### src/rtl/dice_pkg.sv
// Shared constants and state encoding for the dice roll engine.
package dice_pkg;

  localparam logic [2:0] FACE_MIN   = 3'd1;
  localparam logic [2:0] FACE_MAX   = 3'd6;
  localparam logic [2:0] FACE_BLANK = 3'd0;

  typedef enum logic [1:0] {
    IDLE    = 2'd0,
    ROLLING = 2'd1,
    SHOW    = 2'd2
  } dice_state_t;

  // 1..6 successor; 6 wraps to 1 by explicit compare so 7 and 0 never appear
  function automatic logic [2:0] next_face(input logic [2:0] f);
    return (f == FACE_MAX) ? FACE_MIN : f + 3'd1;
  endfunction

endpackage

### src/rtl/button_debouncer.sv
// Two-flop synchroniser, counting debouncer and 0->1 edge pulse for a raw button.
module button_debouncer #(
  parameter int DEBOUNCE_CYCLES = 50000
) (
  input  logic clk,
  input  logic rst_n,
  input  logic btn_raw,
  output logic btn_level,
  output logic btn_rise
);

  localparam int CNT_W = (DEBOUNCE_CYCLES > 1) ? $clog2(DEBOUNCE_CYCLES) : 1;
  localparam logic [CNT_W-1:0] CNT_LAST = CNT_W'(DEBOUNCE_CYCLES - 1);

  logic             r_sync1;
  logic             r_sync2;
  logic             r_level;
  logic             r_rise;
  logic [CNT_W-1:0] r_cnt;

  // The level flips on the DEBOUNCE_CYCLES-th consecutive differing sample
  always_ff @(posedge clk or negedge rst_n) begin
    if (!rst_n) begin
      r_sync1 <= 1'b0;
      r_sync2 <= 1'b0;
      r_level <= 1'b0;
      r_rise  <= 1'b0;
      r_cnt   <= '0;
    end else begin
      r_sync1 <= btn_raw;
      r_sync2 <= r_sync1;
      r_rise  <= 1'b0;
      if (r_sync2 == r_level) begin
        r_cnt <= '0;
      end else if (r_cnt == CNT_LAST) begin
        r_cnt   <= '0;
        r_level <= r_sync2;
        r_rise  <= r_sync2;
      end else begin
        r_cnt <= r_cnt + 1'b1;
      end
    end
  end

  assign btn_level = r_level;
  assign btn_rise  = r_rise;

endmodule

### src/rtl/dice_roll_controller.sv
// Dice roll engine: debounced press starts a timed tumble that settles on a
// face sampled from a free-running 1..6 counter.
module dice_roll_controller
  import dice_pkg::*;
#(
  parameter int DEBOUNCE_CYCLES = 50000,
  parameter int TICK_CYCLES     = 2500000,
  parameter int ROLL_STEPS      = 12
) (
  input  logic       clk,
  input  logic       rst_n,
  input  logic       roll_btn,
  output logic [2:0] number,
  output logic       rolling,
  output logic       result_valid
);

  localparam int TICK_W = (TICK_CYCLES > 1) ? $clog2(TICK_CYCLES) : 1;
  localparam int STEP_W = (ROLL_STEPS > 1) ? $clog2(ROLL_STEPS) : 1;
  localparam logic [TICK_W-1:0] TICK_LAST = TICK_W'(TICK_CYCLES - 1);
  localparam logic [STEP_W-1:0] STEP_LAST = STEP_W'(ROLL_STEPS - 1);

  dice_state_t       r_state, w_state_nxt;
  logic [2:0]        r_face_ctr;
  logic [TICK_W-1:0] r_tick_ctr, w_tick_nxt;
  logic [STEP_W-1:0] r_step_ctr, w_step_nxt;
  logic [2:0]        r_number, w_number_nxt;
  logic              r_rolling, w_rolling_nxt;
  logic              r_valid, w_valid_nxt;
  logic              w_btn_level;
  logic              w_btn_rise;
  logic              w_press;

  button_debouncer #(
    .DEBOUNCE_CYCLES(DEBOUNCE_CYCLES)
  ) u_debouncer (
    .clk      (clk),
    .rst_n    (rst_n),
    .btn_raw  (roll_btn),
    .btn_level(w_btn_level),
    .btn_rise (w_btn_rise)
  );

  assign w_press = w_btn_rise && w_btn_level;

  always_ff @(posedge clk or negedge rst_n) begin
    if (!rst_n) r_face_ctr <= FACE_MIN;
    else        r_face_ctr <= next_face(r_face_ctr);
  end

  always_ff @(posedge clk or negedge rst_n) begin
    if (!rst_n) begin
      r_state    <= IDLE;
      r_tick_ctr <= '0;
      r_step_ctr <= '0;
      r_number   <= FACE_BLANK;
      r_rolling  <= 1'b0;
      r_valid    <= 1'b0;
    end else begin
      r_state    <= w_state_nxt;
      r_tick_ctr <= w_tick_nxt;
      r_step_ctr <= w_step_nxt;
      r_number   <= w_number_nxt;
      r_rolling  <= w_rolling_nxt;
      r_valid    <= w_valid_nxt;
    end
  end

  // Presses are only honoured in IDLE and SHOW; ROLLING ignores them, including on its final tick
  always_comb begin
    w_state_nxt   = r_state;
    w_tick_nxt    = r_tick_ctr;
    w_step_nxt    = r_step_ctr;
    w_number_nxt  = r_number;
    w_rolling_nxt = r_rolling;
    w_valid_nxt   = r_valid;
    case (r_state)
      IDLE, SHOW: begin
        if (w_press) begin
          w_state_nxt   = ROLLING;
          w_number_nxt  = r_face_ctr;
          w_tick_nxt    = '0;
          w_step_nxt    = '0;
          w_rolling_nxt = 1'b1;
          w_valid_nxt   = 1'b0;
        end
      end
      ROLLING: begin
        if (r_tick_ctr == TICK_LAST) begin
          w_tick_nxt = '0;
          w_step_nxt = r_step_ctr + 1'b1;
          if (r_step_ctr == STEP_LAST) begin
            w_number_nxt  = r_face_ctr;
            w_rolling_nxt = 1'b0;
            w_valid_nxt   = 1'b1;
            w_state_nxt   = SHOW;
          end else begin
            w_number_nxt = next_face(r_number);
          end
        end else begin
          w_tick_nxt = r_tick_ctr + 1'b1;
        end
      end
      default: begin
        w_state_nxt   = IDLE;
        w_number_nxt  = FACE_BLANK;
        w_rolling_nxt = 1'b0;
        w_valid_nxt   = 1'b0;
      end
    endcase
  end

  assign number       = r_number;
  assign rolling      = r_rolling;
  assign result_valid = r_valid;

endmodule

### config.mk
export PLATFORM = sky130hd
export DESIGN_NAME = dice_roll_controller
export DESIGN_NICKNAME = d
export VERILOG_FILES = /design/src/rtl/dice_pkg.sv /design/src/rtl/button_debouncer.sv /design/src/rtl/dice_roll_controller.sv
export SDC_FILE = /design/constraint.sdc
export NUM_CORES = 1
export LEC_CHECK = 0
export ABC_AREA = 0
export CELL_PAD_IN_SITES_DETAIL_PLACEMENT = 1
export CELL_PAD_IN_SITES_GLOBAL_PLACEMENT = 1
export CORE_MARGIN = 2
export CORE_UTILIZATION = 45
export DETAILED_ROUTE_END_ITERATION = 8
export DONT_BUFFER_PORTS = 1
export PLACE_DENSITY = 0.79
export SYNTH_ARGS = -nofsm -noshare
export SYNTH_HDL_FRONTEND = slang
export SYNTH_HIERARCHICAL = 1
export SYNTH_SLANG_ARGS = --single-unit
### constraint.sdc
create_clock -name clk -period 4.24 [get_ports clk]
set_input_delay 0 -clock clk [delete_from_list [all_inputs] [get_ports clk]]
set_output_delay 0 -clock clk [all_outputs]
set_load 0.02 [all_outputs]
## Word level (Yosys, flattened, before mapping)

Cells that the tools add are included.

- Order comparisons: 0
- Bitwise logic cells: 1
- Equality and inequality tests: 11
- Div/mod/pow operators: 0
- Muxes and demuxes: 28
- Shift operators: 0
- Multiply operators: 0
- Reduce and logical (&&, ||, !) cells: 9
- Add/subtract/negate cells: 5

Operators by type and width:

| kind | count |
|---|---|
| 22-bit two-way mux | 2 |
| 22-bit one-hot mux with 2 select lines | 1 |
| 16-bit two-way mux | 2 |
| 22-bit by 1-bit adder with 22-bit output (second input constant) | 1 |
| 22-bit == test (second input constant) | 1 |
| 16-bit by 1-bit adder with 16-bit output (second input constant) | 1 |
| 16-bit == test (second input constant) | 1 |
| 3-bit two-way mux | 5 |
| 1-bit two-way mux | 8 |
| 4-bit two-way mux | 2 |
| 4-bit one-hot mux with 2 select lines | 1 |
| 3-bit by 1-bit adder with 3-bit output (second input constant) | 2 |
| 3-bit == test (second input constant) | 2 |
| 2-bit two-way mux | 3 |
| 2-bit inequality test (second input constant) | 3 |
| 3-bit one-hot mux with 2 select lines | 1 |
| 2-bit AND reduction | 3 |
| 3-bit AND reduction | 2 |
| 4-bit by 1-bit adder with 4-bit output (second input constant) | 1 |
| 4-bit == test (second input constant) | 1 |
| 1-bit one-hot mux with 2 select lines | 2 |
| 2-bit one-hot mux with 2 select lines | 1 |
| 2-bit by 1-bit == test with 1-bit output (second input constant) | 1 |
| 2-bit == test (second input constant) | 1 |
| 6 further kinds | 6 |

- Memory bits (read-only): 0
- Memories kept: 0
- Bits in latches: 0
- Memory bits (writable): 0
- Input port bits: 3
- Bits in registers: 56
- Output and inout port bits: 5

## Logic depth before layout (Yosys ltp)

Gate-level depths: netlist of run 1.

- Depth after elaboration: 5
- Gate-level depth with buffers: 8

## Cells and area by module

Netlist of run 1, hierarchy kept.

By module, submodules not included:

| module | times used | area each (um2) | cells each |
|---|---|---|---|
| dice_roll_controller | 1 | 2084.5 | 233 |
| button_debouncer | 1 | 968.4 | 91 |

## Worst setup path before layout of run 1

OpenSTA, ideal clock, no wires.

- Path kind: register to register
- Start: register r_tick_ctr[0]
- End: register r_number[1] (netlist: number[1])
- Data arrival time: 1.696 ns
- Cell stages (with the launch flop): 7
- Slack: 2.420 ns
- Clock period less this slack: 1.820 ns
- Buffers on the path: 0
- Library setup time: 0.125 ns
- Cell sequence: dfrtp_1 -> ha_1 -> nand4_1 -> nor2_2 -> a21oi_2 -> nor2_1 -> mux2_2

- Cells in the longest elaborated chain, start to end: 3

RTL lines:

| item | RTL line | source |
|---|---|---|
| from (decl) | dice_roll_controller.sv:25 | `logic [TICK_W-1:0] r_tick_ctr, w_tick_nxt;` |
| from (signal assigned) | dice_roll_controller.sv:61 | `r_tick_ctr <= w_tick_nxt;` |
| 22-bit == test | dice_roll_controller.sv:89 | `if (r_tick_ctr == TICK_LAST) begin` |
| 2-bit inequality test (no line) | - |  |
| 2-bit AND reduction (no line) | - |  |
| to (signal assigned) | dice_roll_controller.sv:63 | `r_number <= w_number_nxt;` |
| to (decl) | dice_roll_controller.sv:27 | `logic [2:0] r_number, w_number_nxt;` |

Every way passes these cells.
A chain may end at the register's enable or synchronous reset.

==> results of run 1 <==
## cell usage in the layout (no fill, tap or decap), types with 3 or more instances in the layout
cell type	instances
dfrtp_1	54
nand2_1	34
nand3_1	28
nor2_1	25
a21oi_1	13
inv_1	12
nand4_1	12
xnor2_1	11
o21ai_0	10
nor3_1	9
or3_1	6
nand2b_1	6
o31ai_1	6
nor4_1	6
clkbuf_8	5
o22ai_1	4
xor2_1	4
mux2i_1	3
o41ai_1	3
a21o_1	3
a31oi_1	3
o211ai_1	3
nor2b_1	3
mux2_2	3
nor4b_1	3
ha_1	3
## metrics by stage
step                setup slack (ns)  instance area (µm²)  util (%)  instances
finish                          1.98                 3200      47.9        399
CTS                             2.01                 3200      47.9        399
global route                    1.84                 3200      47.9        399
floorplan                       2.42                 3050         -        324
detailed placement              2.01                 3060      45.8        388
global placement                2.09                 3060      45.8        388
## state kept, by name (all words and copies together), names as in the netlist
signal / flops
number: 3
r_face_ctr: 3
r_state: 1
r_step_ctr: 4
r_tick_ctr: 22
result_valid: 1
rolling: 1
u_debouncer/btn_level: 1
u_debouncer/btn_rise: 1
u_debouncer/r_cnt: 16
u_debouncer/r_sync1: 1
u_debouncer/r_sync2: 1
## layout make-up
class	count	share of cell area, %
timing repair buffer	3	1.48
multi-input combinational	241	48.1
inverter	12	1.41
tap	80	3.13
clock inverter	3	0.703
sequential	55	43.0
clock buffer	5	2.15
## per-layer routing
metal  wire length [µm]  track usage (%)  vias to the layer above
li1                   -                -                     1178
met1               3370             29.8                     1238
met2               3290             31.3                       54
met3                318             3.90                        9
met4                 91             6.11                        0
met5                  0                0                        -
## worst register-to-register path, cell delays in order (launching register included)
cell      delay [ns]
dfrtp_1         0.56
nand2b_1        0.62
a21oi_2         0.57
nor2_1          0.12
mux2_2          0.29
## synth_stat cells, types with 3 or more instances
| cell | n |
|---|---|
| nor3_1 | 9 |
| buf_2 | 5 |
| nor2b_1 | 3 |
| mux2_2 | 3 |
| nor4b_1 | 3 |
| nand2_1 | 34 |
| o211ai_1 | 3 |
| a21o_1 | 3 |
| mux2i_1 | 3 |
| nor2_1 | 25 |
| clkbuf_1 | 4 |
| o22ai_1 | 4 |
| xor2_1 | 4 |
| nor4_1 | 6 |
| o31ai_1 | 6 |
| dfrtp_1 | 54 |
| nand3_1 | 28 |
| o41ai_1 | 3 |
| ha_1 | 3 |
| inv_1 | 12 |
| o21ai_0 | 10 |
| xnor2_1 | 11 |
| nand4_1 | 12 |
| or3_1 | 6 |
| nand2b_1 | 6 |
| a31oi_1 | 3 |
| a21oi_1 | 13 |
## worst paths after layout
path                                        end  slack [ns]                 from
min in group clk            u_debouncer/r_sync1        0.24             roll_btn
hold reg to reg             u_debouncer/r_sync2        0.36  u_debouncer/r_sync1
setup / recovery                      number[1]        1.98         result_valid
hold / removal             u_debouncer/r_cnt[9]        0.20                rst_n
max in group asynchronous         r_face_ctr[0]        3.75                rst_n
setup reg to reg                      number[1]        1.98         result_valid
## where the power goes
part           internal (mW)  switching, mW
logic                0.00648         0.0149
registers              0.527        0.00268
clock network          0.120          0.187
## kinds of logic after synthesis
logic type,share of synthesized area [%]
flops,45.1
mux,2.58
xor+xnor,4.30
fa+ha+maj,1.23
compound gates,13.3
simple gates,29.1
buf+inv,4.43
==> impl_metrics.yaml, run 1 <==
routing:
  vias_per_cell: 6.21
  routed_wl_um: 7080
  drtPass1Iterations: 4
  drtIter0Drc: 159
  vias: 2479
  drc: 0
  drt-wirelength-per-cell_um: 17.7
  drtAntennaViolNets: 0
hold_path:
  min_path_type: "in -> async"
layout:
  syn_to_final_growth_pct: 4.88
  fillers: 775
  finalNetCount: 324
  drive_gt1_share_pct: 9.72
  regArea_mm2: 0.00138
  antennaDiodeCount: 0
  multi_input_area_mm2: 0.00154
placed_design:
  portBuffers: 0
  hpwl_um: 4830
  place_congestion: 0.817
global_routing:
  antenna_found_initial: 0
  grt_pass1_wl_um: 12200
  grt_usage_pct: 20.5
  grt_pass1_vias: 2475
  grt_overflow: 0
  grt_max_degree: 56
synth:
  synth_largest_area_cell: "dfrtp_1"
  synth_flop_cell: "dfrtp_1"
  synth_cell_types: 63
  synth_edf_count: 0
  synthesis.nets: 330
  synth-seq-area-share_pct: 45.1
  synthCells: 324
  ys_warn_count: 6
  async_flop_share_pct: 100
  yosys-top-cells-area: "dfrtp_1 (44%), nand3_1 (4.6%), nand2_1 (4.2%), xnor2_1 (3.2%), nor2_1 (3.1%)"
  syn-cell-area_mm2: 0.00305
  avgSynthCellArea_um2: 9.42
  netlist.area_leader.share_pct: 44.3
  synth_seq_cells: 55
clock_network:
  tritoncts: "done"
  ctsHtreeMaxLevel: 2
  clock_latency_ns: 0.32
  postCtsHoldBufs: 3
  post_cts_buffers: 0
  clockBufferDepth: 2
  root_buffer: "clkbuf_8"
  clkTransAtPathRegs_ns: 0.11
  cts_resized: 0
  numCtsBuffers: 5
  clock_sinks: 55
power_and_ir_drop:
  p_per_area_mw_per_mm2: 268
  vdd_ir_drop_max_mv: 0.201
  p_leak_nw: 1.25
  power_mw: 0.859
floorplanning:
  start_util_pct: 45.7
  fp.dieH_um: 86.4
  rows: 30
  coreArea_mm2: 0.00668
  pin_count: 8
  fp.dieW_um: 86.4
  dieArea_mm2: 0.00746
timing:
  period_share_pct: 53.2
  finClkSkew_ns: 0.0109
  setup_viol: 0
  fmax_mhz: 443
  slew_headroom_pct: 41.2
  hold_viol: 0
  rsz0062_at_grt: "false"
  setup_tns_ns: 0
  min_period_ns: 2.26
  hold_ws_ns: 0.201
  maxSlewViolCount: 0
  worst_slew_pin_slew_ns: 0.879
worst_setup_path:
  crit_family: "simple AND/OR/NAND/NOR gates"
  worst_r2r_path_depth: 4
  cp-start-kind: "flop"
  worstPathCellList: "nand2b_1 > a21oi_2 > nor2_1 > mux2_2"
  crit_required_ns: 4.45
  crit_buf_inv: 0
  critPathArrivalTime_ns: 2.47
  cp.depth: 4
  cpMaxStageDelayCell: "nand2b_1"
  crit_type: "reg -> reg"
  endpoint_kind: "flop"
  slowest_delay_ns: 0.62
  cp_max_fo: 22
run:
  max-cap-violations: 0
run_status:
  run_status: "complete, no violations"
Note: power is estimated with default switching activity, not from simulation.
==> run 2: changes to the inputs <==
--- a/config.mk
+++ b/config.mk
@@ -5,14 +5,14 @@
 export SDC_FILE = /design/constraint.sdc
 export NUM_CORES = 1
 export LEC_CHECK = 0
-export ABC_AREA = 0
+export ABC_AREA = 1
 export CELL_PAD_IN_SITES_DETAIL_PLACEMENT = 1
 export CELL_PAD_IN_SITES_GLOBAL_PLACEMENT = 1
 export CORE_MARGIN = 2
 export CORE_UTILIZATION = 45
 export DETAILED_ROUTE_END_ITERATION = 8
 export DONT_BUFFER_PORTS = 1
-export PLACE_DENSITY = 0.79
+export PLACE_DENSITY = 0.82
 export SYNTH_ARGS = -nofsm -noshare
 export SYNTH_HDL_FRONTEND = slang
 export SYNTH_HIERARCHICAL = 1
==> constraint.sdc (replaced) <==
create_clock -name clk -period 2.1 [get_ports clk]
set_input_delay 0 -clock clk [delete_from_list [all_inputs] [get_ports clk]]
set_output_delay 0 -clock clk [all_outputs]
set_load 0.02 [all_outputs]
==> run 2 against run 1 <==
  * Sequential power grew 100%
  * Final cell count grew 22%
  * Register-to-register slack worse by 1.7 ns
  * Core utilization increased by 1.3 points
  * Critical path depth grew 3
  * First-iteration DRC count fell by 69%
  * Critical path type unchanged
  * Design area up 2.7%
  * Largest power group unchanged
  * Flip-flop and latch count unchanged
  * Clock power increased by 100%
  * Combinational power is 140% higher
==> impl_metrics.yaml, run 2 <==
run_status:
  run_status: "complete, no violations"
timing:
  setup_tns_ns: 0
  finClkSkew_ns: 0.0174
  min_period_ns: 1.78
  period_share_pct: 84.8
  setup_viol: 0
  worst_slew_pin_slew_ns: 0.443
  hold_viol: 0
  fmax_mhz: 561
  setup_ws_ns: 0.318
  slew_headroom_pct: 70.4
  hold_ws_ns: 0.205
  maxSlewViolCount: 0
  rsz0062_at_grt: "false"
clock_network:
  clockBufferDepth: 2
  numCtsBuffers: 5
  ctsHtreeMaxLevel: 2
  clock_sinks: 55
  post_cts_buffers: 0
  clkTransAtPathRegs_ns: 0.12
  clock_latency_ns: 0.32
  tritoncts: "done"
  root_buffer: "clkbuf_8"
synth:
  avgSynthCellArea_um2: 7.72
  synth_seq_cells: 55
  synth_largest_area_cell: "dfrtp_1"
  synth.most_common_cell: "nand2_1"
  synth_compound_area_share_pct: 4.94
  synthCells: 397
  async_flop_share_pct: 100
  yosys-top-cells-area: "dfrtp_1 (44%), nand2_1 (14%), nor2_1 (8.6%), nand3_1 (6.9%), inv_1 (3.9%)"
  synth_top_family_by_area: "simple AND/OR/NAND/NOR gates"
  synth_cell_types: 32
  ys_warn_count: 6
  netlist.area_leader.share_pct: 44.1
  synth_flop_cell: "dfrtp_1"
  synth-seq-area-share_pct: 45.0
  synthSimpleGateAreaFrac_pct: 37.4
  muxShareOfSynthArea_pct: 0
  synthAdderAreaFrac_pct: 1.23
  synthesis.nets: 403
  synth_edf_count: 0
  syn-cell-area_mm2: 0.00306
  ys_top_cells_by_count: "nand2_1 (116), nor2_1 (70), dfrtp_1 (54), nand3_1 (42), inv_1 (32)"
  yosys.area_share.xor_xnor_pct: 6.25
floorplanning:
  pin_count: 8
  fp.dieW_um: 86.5
  dieArea_mm2: 0.00748
  coreArea_mm2: 0.00668
  rows: 30
  fp.dieH_um: 86.5
  start_util_pct: 45.8
routing:
  drtIter0Drc: 49
  drc: 0
  routed_wl_um: 7140
  vias_per_cell: 5.22
  drtPass1Iterations: 4
  vias: 2539
  drt-wirelength-per-cell_um: 14.7
  drtAntennaViolNets: 0
worst_setup_path:
  timing.rr.start: "result_valid"
  worstPathCellList: "inv_1 > nand2_1 > inv_1 > nand2_4 > nand2_4 > inv_1 > nor2_1"
  cp_max_fo: 12
  slowest_delay_ns: 0.49
  endpoint_kind: "flop"
  critPathArrivalTime_ns: 2.02
  crit_required_ns: 2.34
  startpoint: "result_valid"
  cp_common_cell: "inv_1"
  cp-start-kind: "flop"
  cpMaxStageDelayCell: "dfrtp_1"
  crit_type: "reg -> reg"
global_routing:
  grt_overflow: 0
  met3_usage_pct: 3.14
  grt_pass1_wl_um: 12000
  grt-busiest-layer: "met2"
  grt_pass1_vias: 2596
  antenna_found_initial: 0
  use_met2_pct: 35.8
  grt_usage_pct: 20.3
  grt_max_degree: 56
  met1_usage_pct: 26.3
layout:
  mostFrequentLayoutCell: "nand2_1"
  regMostFlops: "r_tick_ctr"
  antennaDiodeCount: 0
  fillers: 855
  finalNetCount: 411
  fin_cells: 486
  syn_to_final_growth_pct: 7.35
  layout_common_cells: "nand2_1 (116), nor2_1 (70), dfrtp_1 (54)"
  top_regs: "r_tick_ctr (22), u_debouncer/r_cnt (16), r_step_ctr (4)"
  drive_gt1_share_pct: 10.1
  largest_reg_flops: 22
power_and_ir_drop:
  p_per_area_mw_per_mm2: 532
  p_leak_nw: 1.59
  vdd_ir_drop_max_mv: 0.388
placed_design:
  place_inst: 475
  hpwl_um: 5440
  place_congestion: 0.843
  dp_slack_ns: 0.313
  portBuffers: 0
run:
  max-cap-violations: 0
hold_path:
  min_path_type: "in -> async"
==> run 2: changes by cell type in the layout (fill, tap and decap cells not counted), moves of 5 or more <==
| cell | delta |
|---|---|
| nor2_2 | +5 |
| nor2_1 | +45 |
| inv_1 | +20 |
| nand2_1 | +82 |
| or3_1 | -6 |
| xor2_1 | +8 |
| nand2b_1 | -6 |
| nand4_1 | -8 |
| o31ai_1 | -6 |
| nor3_1 | -9 |
| nand2_4 | +5 |
| nor4_1 | -6 |
| nand3_1 | +14 |
| a21oi_1 | -10 |
==> run 2: kinds of logic (layout without fill, tap and decap cells) <==
logic type	after synthesis	count (layout)
buf+inv	38	47
xor+xnor	21	21
flops	55	55
fa+ha+maj	3	3
compound gates	25	25
simple gates	255	255
==> run 2: path summary, 6_finish.rpt <==
check | end | slack (ns) | depth (start not counted)
hold reg to reg | u_debouncer/r_sync2 | 0.37 | 0
setup reg to reg | r_tick_ctr[5] | 0.32 | 7
setup / recovery | r_tick_ctr[5] | 0.32 | 7
max in group asynchronous | r_face_ctr[0] | 1.60 | 2
min in group clk | u_debouncer/r_sync1 | 0.24 | 1
hold / removal | u_debouncer/r_cnt[6] | 0.20 | 2
==> run 2: area by class of cell <==
cell class	count	area (µm²)	area share [%]
clock buffers	5	68.8	2.09
clock inverters	3	28.8	0.875
inverters	35	131	4.00
multi-input cells	304	1530	46.4
flip-flops and latches	55	1380	41.9
well taps	80	100	3.04
repair buffers	4	55.1	1.67
==> run 2: worst max-delay path, delay by kind of cell (launching register included) <==
family,cells,cell delay (ns)
flops,1,0.49
buf+inv,3,0.62
simple gates,4,0.60
==> run 2: stage by stage <==
step	util, %	power (mW)	instance area, µm²
floorplan	-	1.11	3060
global placement	47.0	1.11	3140
global route	49.2	1.82	3290
CTS	49.2	1.78	3290
finish	49.2	1.75	3290
detailed placement	47.0	1.11	3140
==> run 2: report_power, final <==
group | leakage [nW] | switching (mW) | internal (mW)
clock network | 0.0502 | 0.379 | 0.248
registers | 0.758 | 0.00749 | 1.07
logic | 0.779 | 0.0344 | 0.0156
==> run 2: metal layers <==
| metal | share of wire [%] | up-vias |
|---|---|---|
| li1 | - | 1266 |
| met1 | 47 | 1258 |
| met2 | 51 | 11 |
| met3 | 1.1 | 4 |
| met4 | 0.77 | 0 |
| met5 | 0 | - |
==> run 2: timing repair <==
action                                  4_1_cts  5_1_grt
hold endpoints to repair                     56        0
gates resized for setup                       0        0
hold buffers                                  3        0
endpoints found under the setup margin        0        0
